File: src/rtl/jtcontra_sdram_arb_pkg.sv
// Shared types and helpers for the Contra SDRAM read arbiter.
// Holds the FSM state enum, the slot count and the round-robin picker.
package jtcontra_arb_pkg;

    localparam int NSLOT = 4;

    typedef enum logic [1:0] {
        IDLE,
        REQ,
        WAIT
    } state_t;

    // First pending slot strictly after ptr in cyclic order;
    // ptr itself has the lowest priority.
    function automatic logic [1:0] rr_next(
        input logic [3:0] pend,
        input logic [1:0] ptr
    );
        logic [1:0] idx;
        rr_next = ptr;
        for (int i = 4; i >= 1; i--) begin
            idx = ptr + 2'(i);
            if (pend[idx]) rr_next = idx;
        end
    endfunction

endpackage

File: src/rtl/jtcontra_sdram_arb_if.sv
// SDRAM read-port bundle between the arbiter and the SDRAM controller.
// master: drives req/addr, receives ack/rdy/data. slave: the reverse.
interface jtcontra_sdram_arb_if;

    logic        sdram_req;
    logic [21:0] sdram_addr;
    logic        sdram_ack;
    logic        data_rdy;
    logic [15:0] data_read;

    modport master (
        output sdram_req,
        output sdram_addr,
        input  sdram_ack,
        input  data_rdy,
        input  data_read
    );

    modport slave (
        input  sdram_req,
        input  sdram_addr,
        output sdram_ack,
        output data_rdy,
        output data_read
    );

endinterface

File: src/rtl/jtcontra_sdram_arb_slot.sv
// One-entry read cache for a single arbiter slot: tag, word, valid.
// Ports: cs/addr from the client, fill strobe + data from the arbiter, ok/pend/dout out.
module jtcontra_arb_slot
    import jtcontra_arb_pkg::*;
#(
    parameter int AW = 18
) (
    input  logic          clk,
    input  logic          rst_n,
    input  logic          cs,
    input  logic [AW-1:0] addr,
    input  logic          dl,
    input  logic          fill,
    input  logic [AW-1:0] fill_addr,
    input  logic [15:0]   fill_data,
    output logic          ok,
    output logic          pend,
    output logic [15:0]   dout
);

    logic [AW-1:0] tag_q, tag_d;
    logic [15:0]   data_q, data_d;
    logic          valid_q, valid_d;

    // A download invalidates the cache, so the hit is masked at once
    // rather than one cycle later when valid drops.
    assign ok   = cs & valid_q & (addr == tag_q) & ~dl;
    assign pend = cs & ~ok & ~dl;
    assign dout = data_q;

    always_comb begin
        tag_d   = tag_q;
        data_d  = data_q;
        valid_d = valid_q;
        if (fill) begin
            tag_d   = fill_addr;
            data_d  = fill_data;
            valid_d = 1'b1;
        end
        if (dl) valid_d = 1'b0;
    end

    always_ff @(posedge clk or negedge rst_n) begin
        if (!rst_n) begin
            tag_q   <= '0;
            data_q  <= '0;
            valid_q <= 1'b0;
        end else begin
            tag_q   <= tag_d;
            data_q  <= data_d;
            valid_q <= valid_d;
        end
    end

endmodule

File: src/rtl/jtcontra_sdram_arb.sv
// Four-slot SDRAM read scheduler: per-slot one-word caches, round-robin miss service.
// Ports: clk/rst_n, downloading, slot_cs/addr/ok/dout, bus (SDRAM req/ack/rdy master).
module jtcontra_sdram_arb
    import jtcontra_arb_pkg::*;
#(
    parameter int          AW      = 18,
    parameter logic [21:0] OFFSET0 = 22'h0,
    parameter logic [21:0] OFFSET1 = 22'h0,
    parameter logic [21:0] OFFSET2 = 22'h0,
    parameter logic [21:0] OFFSET3 = 22'h0
) (
    input  logic                clk,
    input  logic                rst_n,
    input  logic                downloading,
    input  logic [NSLOT-1:0]    slot_cs,
    input  logic [NSLOT*AW-1:0] slot_addr,
    output logic [NSLOT-1:0]    slot_ok,
    output logic [63:0]         slot_dout,
    jtcontra_sdram_arb_if.master bus
);

    localparam logic [21:0] OFFS [NSLOT] = '{OFFSET0, OFFSET1, OFFSET2, OFFSET3};

    state_t        state_q, state_d;
    logic [1:0]    gnt_q, gnt_d;
    logic [1:0]    ptr_q, ptr_d;
    logic [AW-1:0] addr_l_q, addr_l_d;
    logic          req_q, req_d;
    logic [21:0]   saddr_q, saddr_d;
    logic          fill;
    logic [1:0]    nxt;
    logic [NSLOT-1:0] pend;
    logic [AW-1:0] addr_a [NSLOT];

    assign bus.sdram_req  = req_q;
    assign bus.sdram_addr = saddr_q;

    for (genvar n = 0; n < NSLOT; n++) begin : g_slot
        assign addr_a[n] = slot_addr[n*AW +: AW];
        jtcontra_arb_slot #(.AW(AW)) u_slot (
            .clk       (clk),
            .rst_n     (rst_n),
            .cs        (slot_cs[n]),
            .addr      (addr_a[n]),
            .dl        (downloading),
            .fill      (fill & (gnt_q == 2'(n))),
            .fill_addr (addr_l_q),
            .fill_data (bus.data_read),
            .ok        (slot_ok[n]),
            .pend      (pend[n]),
            .dout      (slot_dout[16*n +: 16])
        );
    end

    always_comb begin
        state_d  = state_q;
        gnt_d    = gnt_q;
        ptr_d    = ptr_q;
        addr_l_d = addr_l_q;
        req_d    = req_q;
        saddr_d  = saddr_q;
        fill     = 1'b0;
        nxt      = rr_next(pend, ptr_q);
        unique case (state_q)
            IDLE: begin
                if (|pend) begin
                    gnt_d    = nxt;
                    ptr_d    = nxt;
                    addr_l_d = addr_a[nxt];
                    saddr_d  = OFFS[nxt] + 22'(addr_a[nxt]);
                    req_d    = 1'b1;
                    state_d  = REQ;
                end
            end
            REQ: begin
                if (bus.sdram_ack) begin
                    req_d = 1'b0;
                    // ack and rdy together: the read already completed
                    if (bus.data_rdy) begin
                        fill    = 1'b1;
                        state_d = IDLE;
                    end else begin
                        state_d = WAIT;
                    end
                end
            end
            WAIT: begin
                if (bus.data_rdy) begin
                    fill    = 1'b1;
                    state_d = IDLE;
                end
            end
            default: state_d = IDLE;
        endcase
        if (downloading) begin
            req_d   = 1'b0;
            state_d = IDLE;
            fill    = 1'b0;
        end
    end

    always_ff @(posedge clk or negedge rst_n) begin
        if (!rst_n) begin
            state_q  <= IDLE;
            gnt_q    <= 2'd0;
            ptr_q    <= 2'd3;
            addr_l_q <= '0;
            req_q    <= 1'b0;
            saddr_q  <= '0;
        end else begin
            state_q  <= state_d;
            gnt_q    <= gnt_d;
            ptr_q    <= ptr_d;
            addr_l_q <= addr_l_d;
            req_q    <= req_d;
            saddr_q  <= saddr_d;
        end
    end

endmodule

File: src/flat_wrapper.sv
// flat-port wrapper written by rule: the top's interface ports become plain ports
module jtcontra_sdram_arb_flat import jtcontra_arb_pkg::*;
#(
    parameter int          AW      = 18,
    parameter logic [21:0] OFFSET0 = 22'h0,
    parameter logic [21:0] OFFSET1 = 22'h0,
    parameter logic [21:0] OFFSET2 = 22'h0,
    parameter logic [21:0] OFFSET3 = 22'h0
)
  (clk, rst_n, downloading, slot_cs, slot_addr, slot_ok, slot_dout, bus_sdram_req, bus_sdram_addr, bus_sdram_ack, bus_data_rdy, bus_data_read);
  jtcontra_sdram_arb_if bus_i ();
  input  logic clk;
  input  logic rst_n;
  input  logic downloading;
  input  logic [NSLOT-1:0] slot_cs;
  input  logic [NSLOT*AW-1:0] slot_addr;
  output logic [NSLOT-1:0] slot_ok;
  output logic [63:0] slot_dout;
  output wire logic [$bits(bus_i.sdram_req)-1:0] bus_sdram_req;
  output wire logic [$bits(bus_i.sdram_addr)-1:0] bus_sdram_addr;
  input wire logic [$bits(bus_i.sdram_ack)-1:0] bus_sdram_ack;
  input wire logic [$bits(bus_i.data_rdy)-1:0] bus_data_rdy;
  input wire logic [$bits(bus_i.data_read)-1:0] bus_data_read;
  assign bus_sdram_req = bus_i.sdram_req;
  assign bus_sdram_addr = bus_i.sdram_addr;
  assign bus_i.sdram_ack = bus_sdram_ack;
  assign bus_i.data_rdy = bus_data_rdy;
  assign bus_i.data_read = bus_data_read;
  jtcontra_sdram_arb #(.AW(AW), .OFFSET0(OFFSET0), .OFFSET1(OFFSET1), .OFFSET2(OFFSET2), .OFFSET3(OFFSET3)) u_core (.clk(clk), .rst_n(rst_n), .downloading(downloading), .slot_cs(slot_cs), .slot_addr(slot_addr), .slot_ok(slot_ok), .slot_dout(slot_dout), .bus(bus_i));
endmodule
File: config.mk
export PLATFORM = sky130hd
export DESIGN_NAME = jtcontra_sdram_arb_flat
export DESIGN_NICKNAME = d
export VERILOG_FILES = /design/src/rtl/jtcontra_sdram_arb_pkg.sv /design/src/rtl/jtcontra_sdram_arb_if.sv /design/src/rtl/jtcontra_sdram_arb_slot.sv /design/src/rtl/jtcontra_sdram_arb.sv /design/src/flat_wrapper.sv
export SDC_FILE = /design/constraint.sdc
export NUM_CORES = 1
export LEC_CHECK = 0
export ABC_CLOCK_PERIOD_IN_PS = 2200
export CORE_MARGIN = 2
export CORE_UTILIZATION = 45
export DETAILED_ROUTE_END_ITERATION = 12
export PLACE_DENSITY_LB_ADDON = 0.08
export SYNTH_ARGS = -nofsm -noshare
export SYNTH_HDL_FRONTEND = slang
export SYNTH_SLANG_ARGS = --single-unit
File: constraint.sdc
create_clock -name clk -period 2.2 [get_ports clk]
set_clock_uncertainty 0.05 [all_clocks]
set_input_delay 0.44 -clock clk [delete_from_list [all_inputs] [get_ports clk]]
set_output_delay 0.44 -clock clk [all_outputs]
set_load 0.01 [all_outputs]
After elaboration in Yosys (flattened, before gate mapping)
Cells that the tools add are included.
{"block": "word_totals", "register_bits": 187, "inputBits": 97, "out_inout_bits": 91, "elab_cells": 116}
{"block": "classes", "addsub": 4, "n_lt_le_gt_ge": 4, "eq_ne": 12, "muxes": 37, "n_bitwise": 30, "n_reduce_logical": 11}
{"cell": "$eq A18 B18 Y1", "n": 4}
{"cell": "$bmux W22 S2", "n": 1}
{"cell": "$mux W22", "n": 2}
{"cell": "$bmux W18 S2", "n": 1}
{"cell": "$mux W18", "n": 2}
{"cell": "$and A1 B1 Y1", "n": 24}
{"cell": "$add A22 B18 Y22", "n": 1}
{"cell": "$mux W1", "n": 17}
{"cell": "$mux W2", "n": 8}
{"cell": "$lt A2 B3 Y1 const B", "n": 3}
{"cell": "$reduce_bool A2 Y1", "n": 4}
{"cell": "$bmux W1 S2", "n": 3}
{"cell": "$eq A2 B2 Y1 const B", "n": 3}
{"cell": "$ne A3 B3 Y1 const B", "n": 2}
{"cell": "$pmux W2 S3", "n": 1}
{"cell": "$reduce_and A3 Y1", "n": 2}
{"cell": "$not A1 Y1", "n": 5}
{"cell": "$add A2 B2 Y2 const B", "n": 2}
{"cell": "$eq A2 B1 Y1 const B", "n": 2}
{"cell": "$logic_not A2 Y1", "n": 2}
{"cell": "$pmux W1 S2", "n": 2}
{"cell": "$reduce_or A4 Y1", "n": 1}
{"cell": "$ge A3 B3 Y1 const B", "n": 1}
{"cell": "$ne A3 B2 Y1 const B", "n": 1}
{"cell": "4 further kinds", "n": 4}

Depth between registers and ports, before layout
Gate-level depths: netlist (run 1).
{"block": "logic_depth", "word_depth": 16, "ltp_mapped": 11, "mapped_depth_nobuf": 8}

Hierarchy
From an unflattened synthesis (run 1), not the netlist that was laid out.
{"block": "hier_totals", "hier_cells": 583, "hier_area_um2": 7758.7}
{"module": "jtcontra_arb_slot", "n_inst": 4, "cells_per_inst": 104, "area_per_inst_um2": 1507.7, "seq_area_each_um2": 875.8}
{"module": "jtcontra_sdram_arb", "n_inst": 1, "cells_per_inst": 167, "area_per_inst_um2": 1727.9, "seq_area_each_um2": 628.1}

Worst setup path before layout (run 1)
OpenSTA, ideal clock, no wires.
{"block": "synth_timing", "path_type": "input -> register", "start": "in slot_addr[12]", "end": "reg u_core.saddr_q[7] (netlist: u_core.bus.sdram_addr[7])", "setup_time_ps": 142, "t_arrival_ps": 2209, "required_time_ps": 2008, "setup_slack_ps": -201, "path_stages": 10, "path_buffers": 2, "cell_sequence": "xnor2_1 nand2_1 or4_1 o21ai_2 nand4_2 nand2_2 or2_1 buf_2 buf_6 o221ai_1"}
{"block": "synth_via", "elab_chain_cells": 16, "word_cells_on_any_way": 25, "cone_classes": "add/sub (1); eq/ne (1); mux (15); bitwise (6); reduce/logical (2)"}
{"item": "from (decl)", "line": "flat_wrapper.sv:16", "text": "input logic [NSLOT*AW-1:0] slot_addr;"}
{"item": "$eq A18 B18 Y1 (*)", "line": "jtcontra_sdram_arb_slot.sv:27", "text": "assign ok = cs & valid_q & (addr == tag_q) & ~dl;"}
{"item": "$and A1 B1 Y1 (*) (2 in series)", "line": "jtcontra_sdram_arb_slot.sv:27"}
{"item": "$not A1 Y1 (*)", "line": "jtcontra_sdram_arb_slot.sv:28", "text": "assign pend = cs & ~ok & ~dl;"}
{"item": "$and A1 B1 Y1 (*) (2 in series)", "line": "jtcontra_sdram_arb_slot.sv:28"}
{"item": "$bmux W1 S2", "line": "jtcontra_sdram_arb_pkg.sv:23", "text": "if (pend[idx]) rr_next = idx;"}
{"item": "$mux W1 (implied by the code)", "line": "jtcontra_sdram_arb_pkg.sv:23"}
{"item": "$mux W2 (3 in series)", "line": "jtcontra_sdram_arb_pkg.sv:23"}
{"item": "$not A2 Y3 (implied by the code)", "line": "jtcontra_sdram_arb.sv:70", "text": "saddr_d = OFFS[nxt] + 22'(addr_a[nxt]);"}
{"item": "$bmux W22 S2 / $bmux W18 S2 (equally long branches)", "line": "jtcontra_sdram_arb.sv:70"}
{"item": "$mux W22 (implied by the code) / $mux W18 (equally long branches) (2 in series)", "line": "jtcontra_sdram_arb.sv:70"}
{"item": "$add A22 B18 Y22", "line": "jtcontra_sdram_arb.sv:70"}
{"item": "to (signal assigned)", "line": "jtcontra_sdram_arb.sv:116", "text": "saddr_q <= saddr_d;"}
{"item": "to (decl)", "line": "jtcontra_sdram_arb.sv:29", "text": "logic [21:0] saddr_q, saddr_d;"}
Every way passes the cells marked *; elsewhere a longest branch is shown, timed or not. The select of a mux whose other input is x is not followed.
A chain may end at the register's enable or synchronous reset.

Worst setup path after layout (run 1)
{"block": "layout_timing", "start": "reg u_core.g_slot[2].u_slot.tag_q[5]", "end": "reg u_core.saddr_q[8] (netlist: u_core.bus.sdram_addr[8])"}
{"block": "layout_via", "elab_chain_cells": 16, "word_cells_on_any_way": 25, "cone_classes": "add/sub (1); eq/ne (1); mux (15); bitwise (6); reduce/logical (2)"}
{"item": "from (decl)", "line": "jtcontra_sdram_arb_slot.sv:21", "text": "logic [AW-1:0] tag_q, tag_d;"}
{"item": "from (signal assigned)", "line": "jtcontra_sdram_arb_slot.sv:49", "text": "tag_q <= tag_d;"}
{"item": "$eq A18 B18 Y1 (*)", "line": "jtcontra_sdram_arb_slot.sv:27"}
{"item": "$and A1 B1 Y1 (*) (2 in series)", "line": "jtcontra_sdram_arb_slot.sv:27"}
{"item": "$not A1 Y1 (*)", "line": "jtcontra_sdram_arb_slot.sv:28"}
{"item": "$and A1 B1 Y1 (*) (2 in series)", "line": "jtcontra_sdram_arb_slot.sv:28"}
{"item": "$bmux W1 S2", "line": "jtcontra_sdram_arb_pkg.sv:23"}
{"item": "$mux W1 (implied by the code)", "line": "jtcontra_sdram_arb_pkg.sv:23"}
{"item": "$mux W2 (3 in series)", "line": "jtcontra_sdram_arb_pkg.sv:23"}
{"item": "$not A2 Y3 (implied by the code)", "line": "jtcontra_sdram_arb.sv:70"}
{"item": "$bmux W22 S2 / $bmux W18 S2 (equally long branches)", "line": "jtcontra_sdram_arb.sv:70"}
{"item": "$mux W22 (implied by the code) / $mux W18 (equally long branches) (2 in series)", "line": "jtcontra_sdram_arb.sv:70"}
{"item": "$add A22 B18 Y22", "line": "jtcontra_sdram_arb.sv:70"}
Marked as above.

==> results.cfg, run 1 <==
[outcome]
status = finished, violations left
violations = setup timing

[logic_synthesis]
yosys-top-cells-count = 163 x dfrtp_1, 136 x mux2_2, 56 x xor2_1
ys_seq_area_frac = 0.5273
ys_top_cells_by_area = dfrtp_1 52%, mux2_2 20%, xor2_1 6.3%
ys_ff_latch = 165
netlist_area_um2 = 7835
syn_avg_cell_area_um2 = 13.01
synth-edff-count = 0
ys_warn_count = 0
netlist_instances = 602
synth_top_area_cell = dfrtp_1
synth_ff_type = dfrtp_1
synth_top_area_frac = 0.5206
yosysMostFrequentCell = dfrtp_1
synth_cell_types = 46
async_flop_share = 1.000

[setup_path]
crit_type = reg2reg
crit_required_ns = 2.49
critPathMaxFanout = 9
worstReg2RegStart = u_core.g_slot[2].u_slot.tag_q[5]
reg2reg_slack_ns = -0.54
reg2reg_depth = 14
startpoint_type = flip-flop
crit_path_end_kind = flip-flop
r2r_end = u_core.bus.sdram_addr[8]
crit_arrival_ns = 3.03
cp-startpoint = u_core.g_slot[2].u_slot.tag_q[5]

[timing]
rsz0062_at_grt = yes
final_max_slew_viol_count = 0
worst_slew_pin_slew_ns = 0.5806
hold_violations = 0
relSlewSlack = 0.6116
min_period_ns = 2.741
hold-worst-slack_ns = 0.3613
min_period_over_period = 1.246
fin_ws_ns = -0.5412
setup-violations-final = 29
fmax_mhz = 364.8
setup_tns_ns = -13.52

[routing]
antenna_left = 0
postRouteWirelength_mm = 24.53
viasPerCell = 5.519
vias = 6220
wire_per_inst_um = 21.76
first_iter_violations = 324
drcViolationCount = 0
first_pass_iters = 6

[floorplan]
die_y_um = 136.0
core_um2 = 17180
start_util = 0.4561
fp-row-count = 48
io_pins = 188
die_w_um = 136.0
die-area_um2 = 18480

[layout]
fill_cells = 1233
regArea_um2 = 4133
final_nets = 987
drive_gt1_frac = 0.4400
area_growth_pct = 57.14
fin_util = 0.7168
multi_input_area_um2 = 4259

[power_and_ir_drop]
ir_drop_v = 0.0005795
leakage_nw = 5.710
power_frac_comb = 0.407
switchingPower_mw = 4.330
power_mw = 12.73
p_per_area_nw_per_um2 = 1034
p_int_mw = 8.402
seqPwrFrac = 0.363
clkPwrFrac = 0.229
switching_share = 0.3401

[cts]
clk_latency_ns = 0.42
h-tree-depth = 4
cts_tree = built
cts_buffer_depth = 2
cts-root-buf = clkbuf_16
clkTransAtPathRegs_ns = 0.07
cts.sinks = 165
numCtsBuffers = 17

[grt]
antenna_found_initial = 3
grt_pass1_vias = 6563
track_usage = 0.2706
grt_overflow_total = 0
grt_pass1_wl_mm = 37.38
grt_max_degree = 73

[hold_path]
holdCritPathClass = in2async

[placed_design]
post-dp-hpwl_mm = 16.55
numPortBuffers = 183
gp_congestion = 0.8945

[flow_run]
drv_cap = 0
-- cell type report --
class                      count  area share
antenna                        2   0.0004065
clock buffer                  17     0.03455
clock inverter                15     0.01159
inverter                       9    0.002947
multi-input combinational    398      0.3459
sequential                   165      0.3357
tap                          225     0.02287
timing repair buffer         296      0.2460
-- metal layers --
layer,part of all wire,global-route usage,vias to the layer above
met4,0.036,0.1088,2
li1,-,-,2742
met2,0.49,0.4444,250
met5,0.00053,0,-
met1,0.40,0.3400,3168
met3,0.073,0.07420,58
-- placed cells by master, fill, tap and decap left out, types with 4 or more instances in the layout --
| cell type | Yosys | final |
|---|---|---|
| clkbuf_16 | 0 | 18 |
| conb_1 | 1 | 4 |
| dfrtp_1 | 163 | 162 |
| buf_4 | 8 | 79 |
| nand3_1 | 8 | 4 |
| dlygate4sd2_1 | 0 | 27 |
| nor2_1 | 10 | 8 |
| xnor2_1 | 16 | 10 |
| mux2i_4 | 0 | 17 |
| inv_6 | 0 | 6 |
| nand2_1 | 35 | 32 |
| mux2i_2 | 0 | 9 |
| nor4_1 | 25 | 16 |
| buf_2 | 2 | 4 |
| buf_12 | 0 | 10 |
| mux2_2 | 136 | 134 |
| xnor2_2 | 0 | 6 |
| o221ai_2 | 0 | 18 |
| inv_1 | 9 | 6 |
| nor4_2 | 2 | 8 |
| xor2_1 | 56 | 45 |
| xor2_2 | 0 | 11 |
| clkdlybuf4s50_1 | 0 | 148 |
| a21o_1 | 4 | 4 |
| mux2i_1 | 38 | 12 |
| buf_6 | 6 | 12 |
| buf_16 | 0 | 10 |
-- logic make-up after synthesis --
group | Yosys count | share of synthesized area
compound gates | 41 | 0.04088
xor+xnor | 72 | 0.08048
fa+ha+maj | 3 | 0.004791
buf+inv | 42 | 0.03002
flops | 165 | 0.5273
mux | 174 | 0.2440
other cells | 1 | 0.0004786
simple gates | 104 | 0.07203
-- critical path, cell delays in order, from the launching register on --
cell and delay, ns:
dfrtp_1 0.40, xor2_2 0.18, nor4_2 0.34, buf_4 0.17, nand4_1 0.17, o31ai_4 0.24, buf_4 0.17, buf_6 0.09
nand4_4 0.15, nand2_2 0.16, buf_6 0.13, buf_4 0.10, buf_4 0.15, nand2_1 0.08, o221ai_2 0.07
-- how the worst max path moves through the flow --
stage	endpoint
2_1_floorplan	u_core.bus.sdram_addr[7]
3_3_place_gp	slot_ok[2]
3_5_place_dp	u_core.bus.sdram_addr[4]
4_1_cts	slot_ok[2]
5_1_grt	u_core.bus.sdram_addr[13]
6_report	u_core.bus.sdram_addr[8]
-- through the flow --
stage | area [um2] | worst slack, ns | cells
global route | 12310 | -0.6727 | 1125
global placement | 10600 | -0.9929 | 1061
finish | 12310 | -0.5412 | 1127
detailed placement | 10600 | -1.045 | 1061
CTS | 12020 | -0.4523 | 1118
floorplan | 7955 | -0.09341 | 605
-- power groups by stage --
stage / logic (mW) / clock network (mW) / registers [mW]
6_report: 5.19 / 2.92 / 4.63
5_1_grt: 5.45 / 3.11 / 4.74
4_1_cts: 4.88 / 2.97 / 4.61
3_5_place_dp: 3.88 / 0 / 4.63
3_3_place_gp: 3.81 / 0 / 4.59
2_1_floorplan: 1.80 / 0 / 4.64
-- timing repair --
item,in CTS,in global routing
cloned,8,1
setup endpoints to repair,69,118
gates resized for setup,146,42
pin swaps,47,28
endpoints found under the hold margin,10,0
buffers inserted,18,8
hold buffers,1,0
-- state kept, by name (all words and copies together) (netlist names) --
| signal | flops |
|---|---|
| u_core.bus.sdram_addr | 18 |
| u_core.state_q | 2 |
| u_core.g_slot.u_slot.dout | 64 |
| u_core.g_slot.u_slot.tag_q | 72 |
| u_core.bus.sdram_req | 1 |
| u_core.g_slot.u_slot.valid_q | 4 |
| u_core.ptr_q | 2 |
| u_core.gnt_q | 2 |
(Power assumes the default switching activity.)
==> run 2, diff against run 1 <==
--- a/config.mk
+++ b/config.mk
@@ -7,7 +7,7 @@
 export LEC_CHECK = 0
 export ABC_CLOCK_PERIOD_IN_PS = 2200
 export CORE_MARGIN = 2
-export CORE_UTILIZATION = 45
+export CORE_UTILIZATION = 25
 export DETAILED_ROUTE_END_ITERATION = 12
 export PLACE_DENSITY_LB_ADDON = 0.08
 export SYNTH_ARGS = -nofsm -noshare
==> run 2 against run 1 <==
Against the previous run: utilization decreased by 33 points; die area up 77%; critical path type unchanged; hold slack improved by 0.066 ns; largest cell class is now registers; critical path depth is 3 lower; largest power group is now sequential cells; total power shrank 4.3%; wire length up 11%; sequential power hardly changed; register-to-register slack gained 0.03 ns; combinational power fell by 12%; the flow still finishes with violations (setup timing); first-iteration DRC count is 20% lower; final cell count up 12%.
==> results.cfg, run 2 (same netlist as run 1, synthesis figures left out) <==
[cts]
clkTransAtPathRegs_ns = 0.07
numCtsBuffers = 17
cts_tree = built
cts_buffer_depth = 2
h-tree-depth = 4
cts-root-buf = clkbuf_16
cts.sinks = 165
clk_latency_ns = 0.43

[layout]
fin_util = 0.3890
drive_gt1_frac = 0.3798
fill_cells = 3005
regMostFlops = u_core.g_slot.u_slot.tag_q
multi_input_area_um2 = 3970
postLayoutCellArea_um2 = 11960
final_nets = 948
largest_reg_flops = 72
area_growth_pct = 52.68
layoutNonFillerInstCount = 1258
regArea_um2 = 4131
layout_common_cells = 163 x dfrtp_1, 151 x clkdlybuf4s50_1, 136 x mux2_2, 40 x xor2_1, 40 x buf_4
final_common_cell = dfrtp_1

[timing]
setup_tns_ns = -12.39
relSlewSlack = 0.6559
fmax_mhz = 369.5
fin_ws_ns = -0.5062
rsz0062_at_grt = yes
setup-violations-final = 29
min_period_over_period = 1.230
worst_slew_pin_slew_ns = 0.5162
hold-worst-slack_ns = 0.4269
final_max_slew_viol_count = 0
min_period_ns = 2.706
hold_violations = 0

[power_and_ir_drop]
ir_drop_v = 0.0004877
p_per_area_nw_per_um2 = 1018
leakage_nw = 5.503
clkPwrFrac = 0.246
power_frac_comb = 0.373
switching_share = 0.3468
p_int_mw = 7.958
seqPwrFrac = 0.380
switchingPower_mw = 4.224

[placed_design]
dp.cells = 1209
numPortBuffers = 183
gp_congestion = 0.8124
post-dp-hpwl_mm = 19.66
placed_area_um2 = 10740

[hold_path]
holdCritPathClass = in2reg

[setup_path]
crit_type = reg2reg
crit_arrival_ns = 2.96
crit_path_end_kind = flip-flop
crit_chain = xnor2_2 -> nand4_1 -> buf_4 -> or4_4 -> o21ai_4 -> nand3_2 -> nand3_4 -> buf_12 -> clkbuf_16 -> mux2i_1 -> o221ai_1
slowest_stage = or4_4
critPathMaxFanout = 5
cp_slowest_stage_delay_ns = 0.52
startpoint_type = flip-flop
crit_required_ns = 2.45

[routing]
antenna_left = 0
postRouteWirelength_mm = 27.10
viasPerCell = 4.588
first_iter_violations = 259
wire_per_inst_um = 21.54
vias = 5772
drcViolationCount = 0
first_pass_iters = 4

[grt]
antenna_found_initial = 5
grt_pass1_vias = 6420
grt_max_degree = 47
grt_overflow_total = 0
grt_pass1_wl_mm = 40.64
track_usage = 0.1661

[outcome]
violations = setup timing
status = finished, violations left

[floorplan]
start_util = 0.2548
fp-row-count = 64
die_w_um = 181.0
core_um2 = 30750
io_pins = 188
die-area_um2 = 32770
die_y_um = 181.0

[flow_run]
drv_cap = 0
-- run 2: cell count changes in the layout (fill, tap and decap cells not counted), moves of 5 or more --
cell / previous run / this run
buf_12: 10 / 20
buf_16: 10 / 1
buf_4: 79 / 40
mux2i_1: 12 / 29
mux2i_4: 17 / 2
o221ai_1: 0 / 12
o221ai_2: 18 / 6
xor2_1: 45 / 40
xor2_2: 11 / 16
-- run 2: area by class of cell --
cell class | instances | share of cell area
flip-flops and latches | 165 | 0.3454
multi-input cells | 398 | 0.3319
repair buffers | 257 | 0.2293
well taps | 396 | 0.04142
clock buffers | 17 | 0.03556
clock inverters | 15 | 0.01349
inverters | 9 | 0.002824
diodes | 1 | 0.0002092
-- run 2: final timing paths --
path | cells after the start | slack, ns | endpoint | from
setup / recovery | 11 | -0.51 | u_core.bus.sdram_addr[12] | u_core.g_slot[0].u_slot.tag_q[7]
hold / removal | 3 | 0.43 | u_core.bus.sdram_addr[5] | slot_addr[23]
setup reg to reg | 11 | -0.51 | u_core.bus.sdram_addr[12] | u_core.g_slot[0].u_slot.tag_q[7]
hold reg to reg | 1 | 0.43 | u_core.g_slot[2].u_slot.valid_q | u_core.g_slot[2].u_slot.valid_q
max in group asynchronous | 3 | 0.98 | u_core.g_slot[2].u_slot.dout[8] | rst_n
min in group asynchronous | 2 | 0.48 | u_core.g_slot[3].u_slot.tag_q[13] | rst_n
-- run 2: metrics by stage --
step	power, mW	setup slack (ns)
after floorplan	6.440	-0.09341
after global placement	8.594	-1.135
after detailed placement	8.653	-1.078
after CTS	12.09	-0.5412
after global routing	12.88	-0.6304
final	12.18	-0.5062
-- run 2: repair_timing --
action | 4_1_cts | 5_1_grt
gates cloned | 3 | 3
endpoints found under the hold margin | 42 | 0
pin swaps | 26 | 17
resized for setup | 83 | 38
endpoints found under the setup margin | 29 | 162
setup buffers | 7 | 3
hold buffers | 1 | 0
-- run 2: power groups by stage --
stage	clock network [mW]	registers, mW	logic (mW)
final	3.00	4.63	4.55
after global routing	3.24	4.77	4.87
after CTS	3.10	4.63	4.36
after detailed placement	0	4.66	3.99
after global placement	0	4.63	3.96
after floorplan	0	4.64	1.80
-- run 2: per-layer routing --
layer | global-route usage | vias to the layer above | routed length (um)
met2 | 0.2783 | 148 | 13320
met1 | 0.2158 | 2946 | 12220
met5 | 0 | - | 29
met4 | 0.03220 | 6 | 207
li1 | - | 2653 | -
met3 | 0.04616 | 19 | 1330
-- run 2: worst max-delay path, delay by kind of cell (launching register included) --
family / cells / cell delay (ns)
mux: 1 / 0.21
simple gates: 4 / 0.96
buf+inv: 3 / 0.51
flops: 1 / 0.41
xor+xnor: 1 / 0.14
compound gates: 2 / 0.30
==> run 3, diff against run 2 <==
--- a/config.mk
+++ b/config.mk
@@ -8,6 +8,7 @@
 export ABC_CLOCK_PERIOD_IN_PS = 2200
 export CORE_MARGIN = 2
 export CORE_UTILIZATION = 25
+export CTS_BUF_LIST = sky130_fd_sc_hd__clkbuf_4
 export DETAILED_ROUTE_END_ITERATION = 12
 export PLACE_DENSITY_LB_ADDON = 0.08
 export SYNTH_ARGS = -nofsm -noshare
==> run 3 against run 2 <==
Against the previous run: non-clock buffer count grew 13; first-iteration DRC count shrank 16%; total power shrank 7.2%; critical endpoint is now u_core.bus.sdram_addr[10]; clock power shrank 38%; die area is the same; setup slack lost 0.038 ns; largest cell class unchanged; critical path depth shrank 1; the run still ends with setup timing left; sequential cell count is the same; wire length grew 2.2%; clock-buffer cell count is the same; global-route usage grew 0.098 points; highest routed layer unchanged.
==> results.cfg, run 3 (same netlist as run 1, synthesis figures left out) <==
[outcome]
status = finished, violations left
violations = setup timing

[routing]
postRouteWirelength_mm = 27.70
viasPerCell = 4.583
route.layer.met1.wl_mm = 12.36
top_layer = met5
route.met3.wl_mm = 1.546
first_iter_violations = 217
wl_met2_mm = 13.50
wire_per_inst_um = 21.78
vias = 5830
antenna_left = 0
drcViolationCount = 0
first_pass_iters = 4

[power_and_ir_drop]
p_int_mw = 7.103
leakage_nw = 5.386
clkPwrFrac = 0.165
seqPwrFrac = 0.408
switchingPower_mw = 4.204
switching_share = 0.3718
p_per_area_nw_per_um2 = 945.4
ir_drop_v = 0.0003582
power_mw = 11.31
power_frac_comb = 0.427

[grt]
track_usage = 0.1671
grt_max_degree = 47
antenna_found_initial = 5
grt_overflow_total = 0
grt_pass1_wl_mm = 40.87
grt_pass1_vias = 6499

[layout]
drive_gt1_frac = 0.4314
fill_cells = 2994
area_growth_pct = 52.65
regMostFlops = u_core.g_slot.u_slot.tag_q
final_nets = 961
largest_reg_flops = 72
postLayoutCellArea_um2 = 11960
layout_common_cells = 176 x clkdlybuf4s50_1, 146 x dfrtp_1, 136 x mux2_2, 47 x buf_4, 46 x xor2_1
fin_util = 0.3890
final_common_cell = clkdlybuf4s50_1

[floorplan]
die-area_um2 = 32770
die_y_um = 181.0
fp-row-count = 64
io_pins = 188
start_util = 0.2548
die_w_um = 181.0
core_um2 = 30750

[setup_path]
crit_arrival_ns = 3.16
startpoint_type = flip-flop
reg2reg_depth = 10
crit_path_end_kind = flip-flop
critPathMaxFanout = 18
crit_chain = xnor2_2 -> nand4_1 -> buf_4 -> or4_4 -> o21ai_4 -> nand3_2 -> nand3_4 -> buf_12 -> mux2i_1 -> o221ai_2
crit_required_ns = 2.61
slowest_stage = or4_4
cp_slowest_stage_delay_ns = 0.51
cp_top_family = simple AND/OR/NAND/NOR gates
worstReg2RegStart = u_core.g_slot[0].u_slot.tag_q[11]
r2r_end = u_core.bus.sdram_addr[10]
reg2reg_slack_ns = -0.54
worst-path-buf-inv = 2
crit_type = reg2reg

[timing]
setup-violations-final = 29
fin_ws_ns = -0.5447
min_period_over_period = 1.248
rsz0062_at_grt = yes
final_max_slew_viol_count = 0
relSlewSlack = 0.6327
fmax_mhz = 364.3
worst_slew_pin_slew_ns = 0.5491
hold_violations = 0
min_period_ns = 2.745

[placed_design]
post-dp-hpwl_mm = 19.66
placed_area_um2 = 10740
gp_congestion = 0.8124
numPortBuffers = 183

[cts]
cts.sinks = 165
cts_tree = built
clkTransAtPathRegs_ns = 0.17
cts_buffer_depth = 2
numCtsBuffers = 17
clk_latency_ns = 0.58
cts-root-buf = clkbuf_4
h-tree-depth = 4

[flow_run]
drv_cap = 0

[hold_path]
holdCritPathClass = in2async
-- run 3: cell count changes in the layout (fill, tap and decap cells not counted), sizes merged, moves of 2 or more --
cell           delta
clkdlybuf4s50    +25
dlygate4sd2      -24
buf              +12
clkbuf            +2
-- run 3: metrics by stage --
stage	instances	TNS, ns	hold slack, ns	setup slack, ns
3_5_place_dp	1209	-71.24	0.3876	-1.078
3_3_place_gp	1209	-73.66	0.3854	-1.135
4_1_cts	1249	-13.55	0.2559	-0.5681
5_1_grt	1271	-16.91	0.2849	-0.6755
2_1_floorplan	605	-1.647	0.09441	-0.09341
6_report	1272	-13.29	0.3064	-0.5447
-- run 3: repair_timing --
item,4_1_cts,5_1_grt
setup endpoints to repair,42,171
hold endpoints to repair,42,0
hold buffers,1,0
pin swaps,30,21
gates cloned,2,5
gates resized for setup,90,54
buffers inserted,7,16
-- run 3: cell type report --
cell class              instances  area [um2]  share of cell area
well taps                     396       495.5             0.04143
inverters                       9       33.78            0.002825
clock inverters                15       161.4             0.01350
flip-flops and latches        165        4153              0.3472
clock buffers                  17       127.6             0.01067
diodes                          2       5.005           0.0004185
multi-input cells             398        4083              0.3414
repair buffers                270        2902              0.2426
-- run 3: layer usage --
metal	vias to the layer above	global-route usage
met3	18	0.04979
met5	-	0
met4	6	0.03480
met1	2976	0.2129
met2	153	0.2812
li1	2677	-
-- run 3: worst max-delay path by stage --
stage	start	endpoint	slack, ns	cells after the start
after floorplan	slot_addr[7]	u_core.bus.sdram_addr[7]	-0.09	10
after global routing	u_core.g_slot[2].u_slot.tag_q[14]	slot_ok[2]	-0.68	6
after detailed placement	slot_addr[49]	slot_ok[2]	-1.08	8
final	u_core.g_slot[0].u_slot.tag_q[11]	u_core.bus.sdram_addr[10]	-0.54	10
after CTS	u_core.g_slot[2].u_slot.tag_q[14]	slot_ok[2]	-0.57	6
after global placement	slot_addr[49]	slot_ok[2]	-1.13	8
-- run 3: worst reg2reg max path, stage by stage (launching register included) --
cell	delay (ns)
dfrtp_1	0.44
xnor2_2	0.14
nand4_1	0.20
buf_4	0.19
or4_4	0.51
o21ai_4	0.18
nand3_2	0.12
nand3_4	0.17
buf_12	0.21
mux2i_1	0.31
o221ai_2	0.13
-- run 3: power by group through the flow --
stage               Combinational [mW]  Clock, mW  Sequential, mW
floorplan                         1.80          0            4.64
global placement                  3.96          0            4.63
detailed placement                3.99          0            4.66
CTS                               4.48       1.96            4.64
global route                      5.16       2.10            4.75
finish                            4.82       1.87            4.62
